`src/rtl/rv32i_pkg.sv`:
```
// Shared rv32i encodings: IR decode fields, ALU operations and the multicycle
// controller's state and datapath-select encodings.
package rv32i_pkg;

   typedef enum logic [6:0] {
      OP_LOAD  = 7'd3,
      OP_ITYPE = 7'd19,
      OP_STORE = 7'd35,
      OP_RTYPE = 7'd51
   } instr_type_t;

   typedef enum logic [2:0] {
      F_ADD  = 3'd0,
      F_SLL  = 3'd1,
      F_SLT  = 3'd2,
      F_SLTU = 3'd3,
      F_XOR  = 3'd4,
      F_SR   = 3'd5,
      F_OR   = 3'd6,
      F_AND  = 3'd7
   } func_code_t;

   typedef enum logic [3:0] {
      ALU_ADD = 4'd0,
      ALU_SUB = 4'd1,
      ALU_SLL = 4'd2,
      ALU_XOR = 4'd3,
      ALU_SRL = 4'd4,
      ALU_SRA = 4'd5,
      ALU_OR  = 4'd6,
      ALU_AND = 4'd7
   } alu_op_t;

   typedef enum logic [3:0] {
      S_FETCH,
      S_DECODE,
      S_MEMADR,
      S_MEMRD,
      S_LOADWB,
      S_MEMWR,
      S_EXEC_R,
      S_EXEC_I,
      S_ALUWB,
      S_TRAP
   } mc_state_t;

   typedef enum logic {
      CLS_ADD,
      CLS_FUNC
   } alu_class_t;

   localparam logic       ADR_PC      = 1'b0;
   localparam logic       ADR_ALUOUT  = 1'b1;

   localparam logic [1:0] SRCA_PC     = 2'd0;
   localparam logic [1:0] SRCA_OLDPC  = 2'd1;
   localparam logic [1:0] SRCA_RS1    = 2'd2;

   localparam logic [1:0] SRCB_RS2    = 2'd0;
   localparam logic [1:0] SRCB_IMM    = 2'd1;
   localparam logic [1:0] SRCB_FOUR   = 2'd2;

   localparam logic [1:0] RES_ALUOUT  = 2'd0;
   localparam logic [1:0] RES_MEMDATA = 2'd1;
   localparam logic [1:0] RES_ALU     = 2'd2;

   localparam logic       IMM_I       = 1'b0;
   localparam logic       IMM_S       = 1'b1;

   // funct3 codes 2 and 3 have no matching ALU operation, so they are decoded as illegal.
   function automatic logic func_supported(input logic [2:0] f);
      return !((f == F_SLT) || (f == F_SLTU));
   endfunction

endpackage

```
`src/rtl/rv32i_alu_decoder.sv`:
```
// Combinational ALU operation select: fixed ADD for address/PC arithmetic,
// funct3/funct7 decode for R- and I-type execute steps.
module rv32i_alu_decoder
   import rv32i_pkg::*;
(
   input  alu_class_t  alu_class,
   input  logic        is_rtype,
   input  logic [2:0]  func_code,
   input  logic        funct7b5,
   output logic [3:0]  alu_ctrl
);

   // funct7b5 selects SUB only for R-type; for I-type ADDI it is immediate bits.
   always_comb begin
      alu_ctrl = ALU_ADD;
      if (alu_class == CLS_FUNC) begin
         case (func_code)
            F_ADD:   alu_ctrl = (is_rtype && funct7b5) ? ALU_SUB : ALU_ADD;
            F_SLL:   alu_ctrl = ALU_SLL;
            F_XOR:   alu_ctrl = ALU_XOR;
            F_SR:    alu_ctrl = funct7b5 ? ALU_SRA : ALU_SRL;
            F_OR:    alu_ctrl = ALU_OR;
            F_AND:   alu_ctrl = ALU_AND;
            default: alu_ctrl = ALU_ADD;
         endcase
      end
   end

endmodule

```
`src/rtl/rv32i_multicycle_ctrl.sv`:
```
// Main sequencing FSM for the shared-ALU, single-memory-port rv32i multicycle
// datapath, including the memory wait counter and timeout pulse.
module rv32i_multicycle_ctrl
   import rv32i_pkg::*;
#(
   parameter int MAX_WAIT = 16
) (
   input  logic        clk,
   input  logic        rst,
   input  logic [6:0]  instr_type,
   input  logic [2:0]  func_code,
   input  logic        funct7b5,
   input  logic        mem_ready,
   output logic        mem_req,
   output logic        mem_we,
   output logic        adr_src,
   output logic        pc_write,
   output logic        ir_write,
   output logic        reg_write,
   output logic [1:0]  alu_src_a,
   output logic [1:0]  alu_src_b,
   output logic        imm_src,
   output logic [1:0]  result_src,
   output logic [3:0]  alu_ctrl,
   output logic        retire,
   output logic        illegal,
   output logic        mem_timeout
);

   localparam int             CNT_W     = $clog2(MAX_WAIT + 1);
   localparam logic [CNT_W-1:0] WAIT_MAX  = CNT_W'(MAX_WAIT);
   localparam logic [CNT_W-1:0] WAIT_LAST = CNT_W'(MAX_WAIT - 1);

   mc_state_t         state_q, state_d;
   logic [CNT_W-1:0]  wait_cnt_q, wait_cnt_d;
   alu_class_t        alu_class;
   logic              is_rtype;
   logic              is_store;

   assign is_store = (instr_type == OP_STORE);

   always_ff @(posedge clk) begin
      if (rst) begin
         state_q    <= S_FETCH;
         wait_cnt_q <= '0;
      end else begin
         state_q    <= state_d;
         wait_cnt_q <= wait_cnt_d;
      end
   end

   always_comb begin
      state_d     = state_q;
      wait_cnt_d  = wait_cnt_q;
      mem_req     = 1'b0;
      mem_we      = 1'b0;
      adr_src     = ADR_PC;
      pc_write    = 1'b0;
      ir_write    = 1'b0;
      reg_write   = 1'b0;
      alu_src_a   = SRCA_PC;
      alu_src_b   = SRCB_RS2;
      imm_src     = IMM_I;
      result_src  = RES_ALUOUT;
      alu_class   = CLS_ADD;
      is_rtype    = 1'b0;
      retire      = 1'b0;
      illegal     = 1'b0;
      mem_timeout = 1'b0;

      case (state_q)
         S_FETCH: begin
            mem_req    = 1'b1;
            adr_src    = ADR_PC;
            alu_src_a  = SRCA_PC;
            alu_src_b  = SRCB_FOUR;
            result_src = RES_ALU;
            if (mem_ready) begin
               ir_write = 1'b1;
               pc_write = 1'b1;
               state_d  = S_DECODE;
            end
         end
         S_DECODE: begin
            // oldPC+imm is computed here for free; nothing consumes it yet.
            alu_src_a = SRCA_OLDPC;
            alu_src_b = SRCB_IMM;
            imm_src   = is_store ? IMM_S : IMM_I;
            case (instr_type)
               OP_LOAD,
               OP_STORE: state_d = S_MEMADR;
               OP_RTYPE: state_d = func_supported(func_code) ? S_EXEC_R : S_TRAP;
               OP_ITYPE: state_d = func_supported(func_code) ? S_EXEC_I : S_TRAP;
               default:  state_d = S_TRAP;
            endcase
         end
         S_MEMADR: begin
            alu_src_a = SRCA_RS1;
            alu_src_b = SRCB_IMM;
            imm_src   = is_store ? IMM_S : IMM_I;
            state_d   = is_store ? S_MEMWR : S_MEMRD;
         end
         S_MEMRD: begin
            mem_req = 1'b1;
            adr_src = ADR_ALUOUT;
            if (mem_ready) begin
               state_d = S_LOADWB;
            end
         end
         S_LOADWB: begin
            result_src = RES_MEMDATA;
            reg_write  = 1'b1;
            retire     = 1'b1;
            state_d    = S_FETCH;
         end
         S_MEMWR: begin
            mem_req = 1'b1;
            mem_we  = 1'b1;
            adr_src = ADR_ALUOUT;
            if (mem_ready) begin
               retire  = 1'b1;
               state_d = S_FETCH;
            end
         end
         S_EXEC_R: begin
            alu_src_a = SRCA_RS1;
            alu_src_b = SRCB_RS2;
            alu_class = CLS_FUNC;
            is_rtype  = 1'b1;
            state_d   = S_ALUWB;
         end
         S_EXEC_I: begin
            alu_src_a = SRCA_RS1;
            alu_src_b = SRCB_IMM;
            alu_class = CLS_FUNC;
            state_d   = S_ALUWB;
         end
         S_ALUWB: begin
            result_src = RES_ALUOUT;
            reg_write  = 1'b1;
            retire     = 1'b1;
            state_d    = S_FETCH;
         end
         S_TRAP: begin
            illegal = 1'b1;
            state_d = S_FETCH;
         end
         default: begin
            state_d = S_FETCH;
         end
      endcase

      // Wait counter restarts for every new state so each access is timed alone.
      if (state_d != state_q) begin
         wait_cnt_d = '0;
      end else if (mem_req && !mem_ready && (wait_cnt_q != WAIT_MAX)) begin
         wait_cnt_d  = wait_cnt_q + 1'b1;
         mem_timeout = (wait_cnt_q == WAIT_LAST);
      end

      // Reset suppresses every strobe immediately so an in-flight access cannot complete.
      if (rst) begin
         mem_req     = 1'b0;
         mem_we      = 1'b0;
         adr_src     = ADR_PC;
         pc_write    = 1'b0;
         ir_write    = 1'b0;
         reg_write   = 1'b0;
         alu_src_a   = SRCA_PC;
         alu_src_b   = SRCB_RS2;
         imm_src     = IMM_I;
         result_src  = RES_ALUOUT;
         alu_class   = CLS_ADD;
         is_rtype    = 1'b0;
         retire      = 1'b0;
         illegal     = 1'b0;
         mem_timeout = 1'b0;
      end
   end

   rv32i_alu_decoder u_alu_decoder (
      .alu_class (alu_class),
      .is_rtype  (is_rtype),
      .func_code (func_code),
      .funct7b5  (funct7b5),
      .alu_ctrl  (alu_ctrl)
   );

endmodule

```
`config.mk`:
```
export PLATFORM = sky130hd
export DESIGN_NAME = rv32i_multicycle_ctrl
export DESIGN_NICKNAME = d
export VERILOG_FILES = /design/src/rtl/rv32i_pkg.sv /design/src/rtl/rv32i_alu_decoder.sv /design/src/rtl/rv32i_multicycle_ctrl.sv
export SDC_FILE = /design/constraint.sdc
export NUM_CORES = 1
export LEC_CHECK = 0
export CAP_MARGIN = 10
export CORE_ASPECT_RATIO = 1.2
export CORE_MARGIN = 3
export CORE_UTILIZATION = 42
export DETAILED_ROUTE_END_ITERATION = 6
export PLACE_DENSITY = 0.8
export SETUP_SLACK_MARGIN = 0.5
export SLEW_MARGIN = 20
export SYNTH_ARGS = -nofsm -noshare
export SYNTH_HDL_FRONTEND = slang
export SYNTH_SLANG_ARGS = --single-unit
```
`constraint.sdc`:
```
create_clock -name clk -period 2.55 [get_ports clk]
set_input_delay 0.765 -clock clk [delete_from_list [all_inputs] [get_ports clk]]
set_output_delay 0.765 -clock clk [all_outputs]
set_load 0.1 [all_outputs]
```
==> flow_summary.ini <==
[floorplan]
core_area_um2 = 1870
start_util_pct = 45.3
rows = 17
fp.dieH_um = 55.2
fp.dieArea_um2 = 2590
io_pins = 34
die_w_um = 47.0

[routing]
drc = 0
drt_pass1_iterations = 4
final_antenna_net_count = 0
vias = 1226
wire_per_inst_um = 26.2
wl_um = 4840
drt_iter0_markers = 117
avgViaCountPerCell = 6.63

[clocking]
cts_tree = yes
clkTransAtPathRegs_ns = 0.06
ctsHoldBuffers = 0
ctsHtreeMaxLevel = 1
insertion_delay_ns = 0.26
clockRootBuffer = clkbuf_4
cts_buffers = 3
clock-sinks = 9
clk_path_buf_depth = 2

[global_routing]
grt_first_pass_wirelength_um = 5860
gr-total-overflow = 0
grt_start_max_net_pins = 11
grt_usage_pct = 32.7
grt_pass1_vias = 1135
antenna_found_initial = 0

[worst_hold_path]
hold_path_class = reg2reg
hold_start = wait_cnt_q[3]$_SDFFE_PP0P_
holdPathStages = 2
worstHoldEndpoint = wait_cnt_q[3]$_SDFFE_PP0P_

[critical_path]
reg2reg_to = wait_cnt_q[0]$_SDFFE_PP0P_
crit_type = in2out
cp_max_fo = 2
required_ns = 1.79
reg2reg_from = state_q[2]$_SDFF_PP0_
r2r_cells = 4
cp-end-kind = output port
r2r_setup_slack_ns = 0.72
start_kind = primary input
cp.arrival_ns = 2.11

[timing]
maxSlewViolCount = 0
setup_ws_ns = -0.322
finalHoldViolCount = 0
hold_ws_ns = 0.621
worst_slew_pin_slew_ns = 0.570
slew_headroom_pct = 61.7
finalCritPeriodShare_pct = 113
max_freq_mhz = 348
finalSetupViolations = 9
rsz0062_at_grt = yes
finalSetupTns_ns = -1.16
layout_min_cycle_time_ns = 2.87
fin_skew_ns = 0.00331

[synthesis]
ys_seq_elements = 9
synth_fp_nets = 135
yosys_warnings = 0
syn_inst = 118
syn_avg_cell_area_um2 = 7.18
syn_area_um2 = 847
synthDistinctLibCells = 38
ys_seq_area_share_pct = 21.3

[run_status]
violations = setup timing
status = finished with violations

[placed_design]
gp_congestion = 0.813
dp_hpwl_um = 2140
io_buffers = 32

[run]
maxCapViolCount = 0

[pwr]
p_leak_nw = 0.715
ir_drop_mv = 0.369
p_per_area_nw_per_um2 = 371

[final_layout]
drive_gt1_share_pct = 56.6
layout_commonest_cell = buf_12
layout_common_cells = buf_12 (21), buf_4 (14), nor2_1 (11), buf_6 (11), nor2_4 (10)
diodes = 0
area_growth_syn_to_layout_pct = 117
nets = 184
area by class of cell:
class / count / area (um2)
Timing Repair Buffer: 56 / 749
Multi-Input combinational cell: 90 / 827
Inverter: 7 / 26.3
Sequential cell: 9 / 183
Tap cell: 19 / 23.8
Clock buffer: 4 / 26.3
Fill cell: 21 / 36.3
what timing repair did:
item,4_1_cts,5_1_grt
gates cloned,0,0
gates resized for setup,74,6
endpoints found under the setup margin,20,19
buffers inserted,5,3
pin swaps,17,16
how the worst max path moves through the flow:
stage,start,endpoint,slack (ns),depth (start not counted)
after detailed placement,instr_type[3],imm_src,-0.58,6
final,instr_type[1],imm_src,-0.32,6
after global routing,instr_type[1],imm_src,-0.37,6
after floorplan,rst,pc_write,-1.23,5
after CTS,instr_type[2],imm_src,-0.24,6
after global placement,instr_type[3],imm_src,-0.57,6
critical path, stage by stage:
cell and delay (ns):
clkdlybuf4s15_1 0.18, nor4b_4 0.22, nand2_1 0.13, or3_4 0.37, nor3_4 0.24, buf_12 0.21
per-stage QoR:
step / power (mW) / cells / instance area, um2 / util (%) / setup slack, ns
CTS: 0.647 / 182 / 1780 / 95.3 / -0.243
global route: 0.699 / 185 / 1840 / 98.1 / -0.373
detailed placement: 0.502 / 173 / 1590 / 84.9 / -0.577
finish: 0.680 / 185 / 1840 / 98.1 / -0.322
floorplan: 0.399 / 118 / 1080 / - / -1.23
global placement: 0.494 / 173 / 1590 / 84.9 / -0.569
report_power, final:
part           leakage (nW)  switching, mW  internal (mW)
registers            0.0739         0.0123          0.147
logic                 0.626          0.245          0.164
clock network        0.0150         0.0515         0.0604
total                 0.715          0.309          0.371
routing by layer:
metal / wire length (um) / track usage [%]
met1: 1600 / 36.9
met2: 2350 / 57.5
met3: 514 / 6.47
met4: 379 / 15.7
met5: 0 / 0
state kept, by name, summed over array words and instances (netlist names):
| register | cells |
|---|---|
| wait_cnt_q | 5 |
| state_q | 4 |
logic make-up after synthesis:
group,share of synthesized area (%)
AND/OR/NAND/NOR,36.8
XOR/XNOR,6.20
buffers and inverters,12.7
flip-flops,21.3
adder cells (fa/ha/maj),4.43
multiplexers,3.84
other,0.443
AO/OA/AOI/OAI,14.3
Yosys cell counts:
| library cell | instances | area (um2) |
|---|---|---|
| nor3_1 | 4 | 20.0 |
| a21oi_1 | 8 | 40.0 |
| nor4b_1 | 3 | 26.3 |
| inv_1 | 7 | 26.3 |
| buf_4 | 3 | 22.5 |
| conb_1 | 1 | 3.75 |
| nor4_1 | 2 | 12.5 |
| nand2_1 | 6 | 22.5 |
| mux2_2 | 2 | 22.5 |
| ha_1 | 3 | 37.5 |
| o31ai_1 | 1 | 7.51 |
| xor2_1 | 1 | 8.76 |
| a211oi_1 | 1 | 7.51 |
| clkbuf_1 | 4 | 15.0 |
| and2_1 | 1 | 6.26 |
| o21bai_1 | 1 | 7.51 |
| a32oi_1 | 1 | 8.76 |
| o21ai_0 | 4 | 20.0 |
| dfxtp_1 | 9 | 180 |
| and3_1 | 2 | 12.5 |
| or2_0 | 1 | 6.26 |
| o22ai_1 | 2 | 12.5 |
| or2_1 | 1 | 6.26 |
| nand2b_4 | 1 | 13.8 |
| nand3b_1 | 2 | 15.0 |
| nand2b_1 | 5 | 31.3 |
| nor2_1 | 21 | 78.8 |
| mux2i_1 | 1 | 10.0 |
| nor3b_1 | 1 | 7.51 |
| o22a_1 | 1 | 8.76 |
| buf_6 | 3 | 33.8 |
| xnor2_1 | 5 | 43.8 |
| o32ai_1 | 1 | 8.76 |
| nor2b_1 | 2 | 12.5 |
| or3_1 | 2 | 12.5 |
| buf_2 | 2 | 10.0 |
| nand3_1 | 1 | 5.00 |
| or3_4 | 2 | 22.5 |
Note: power is estimated with default switching activity, not from simulation.
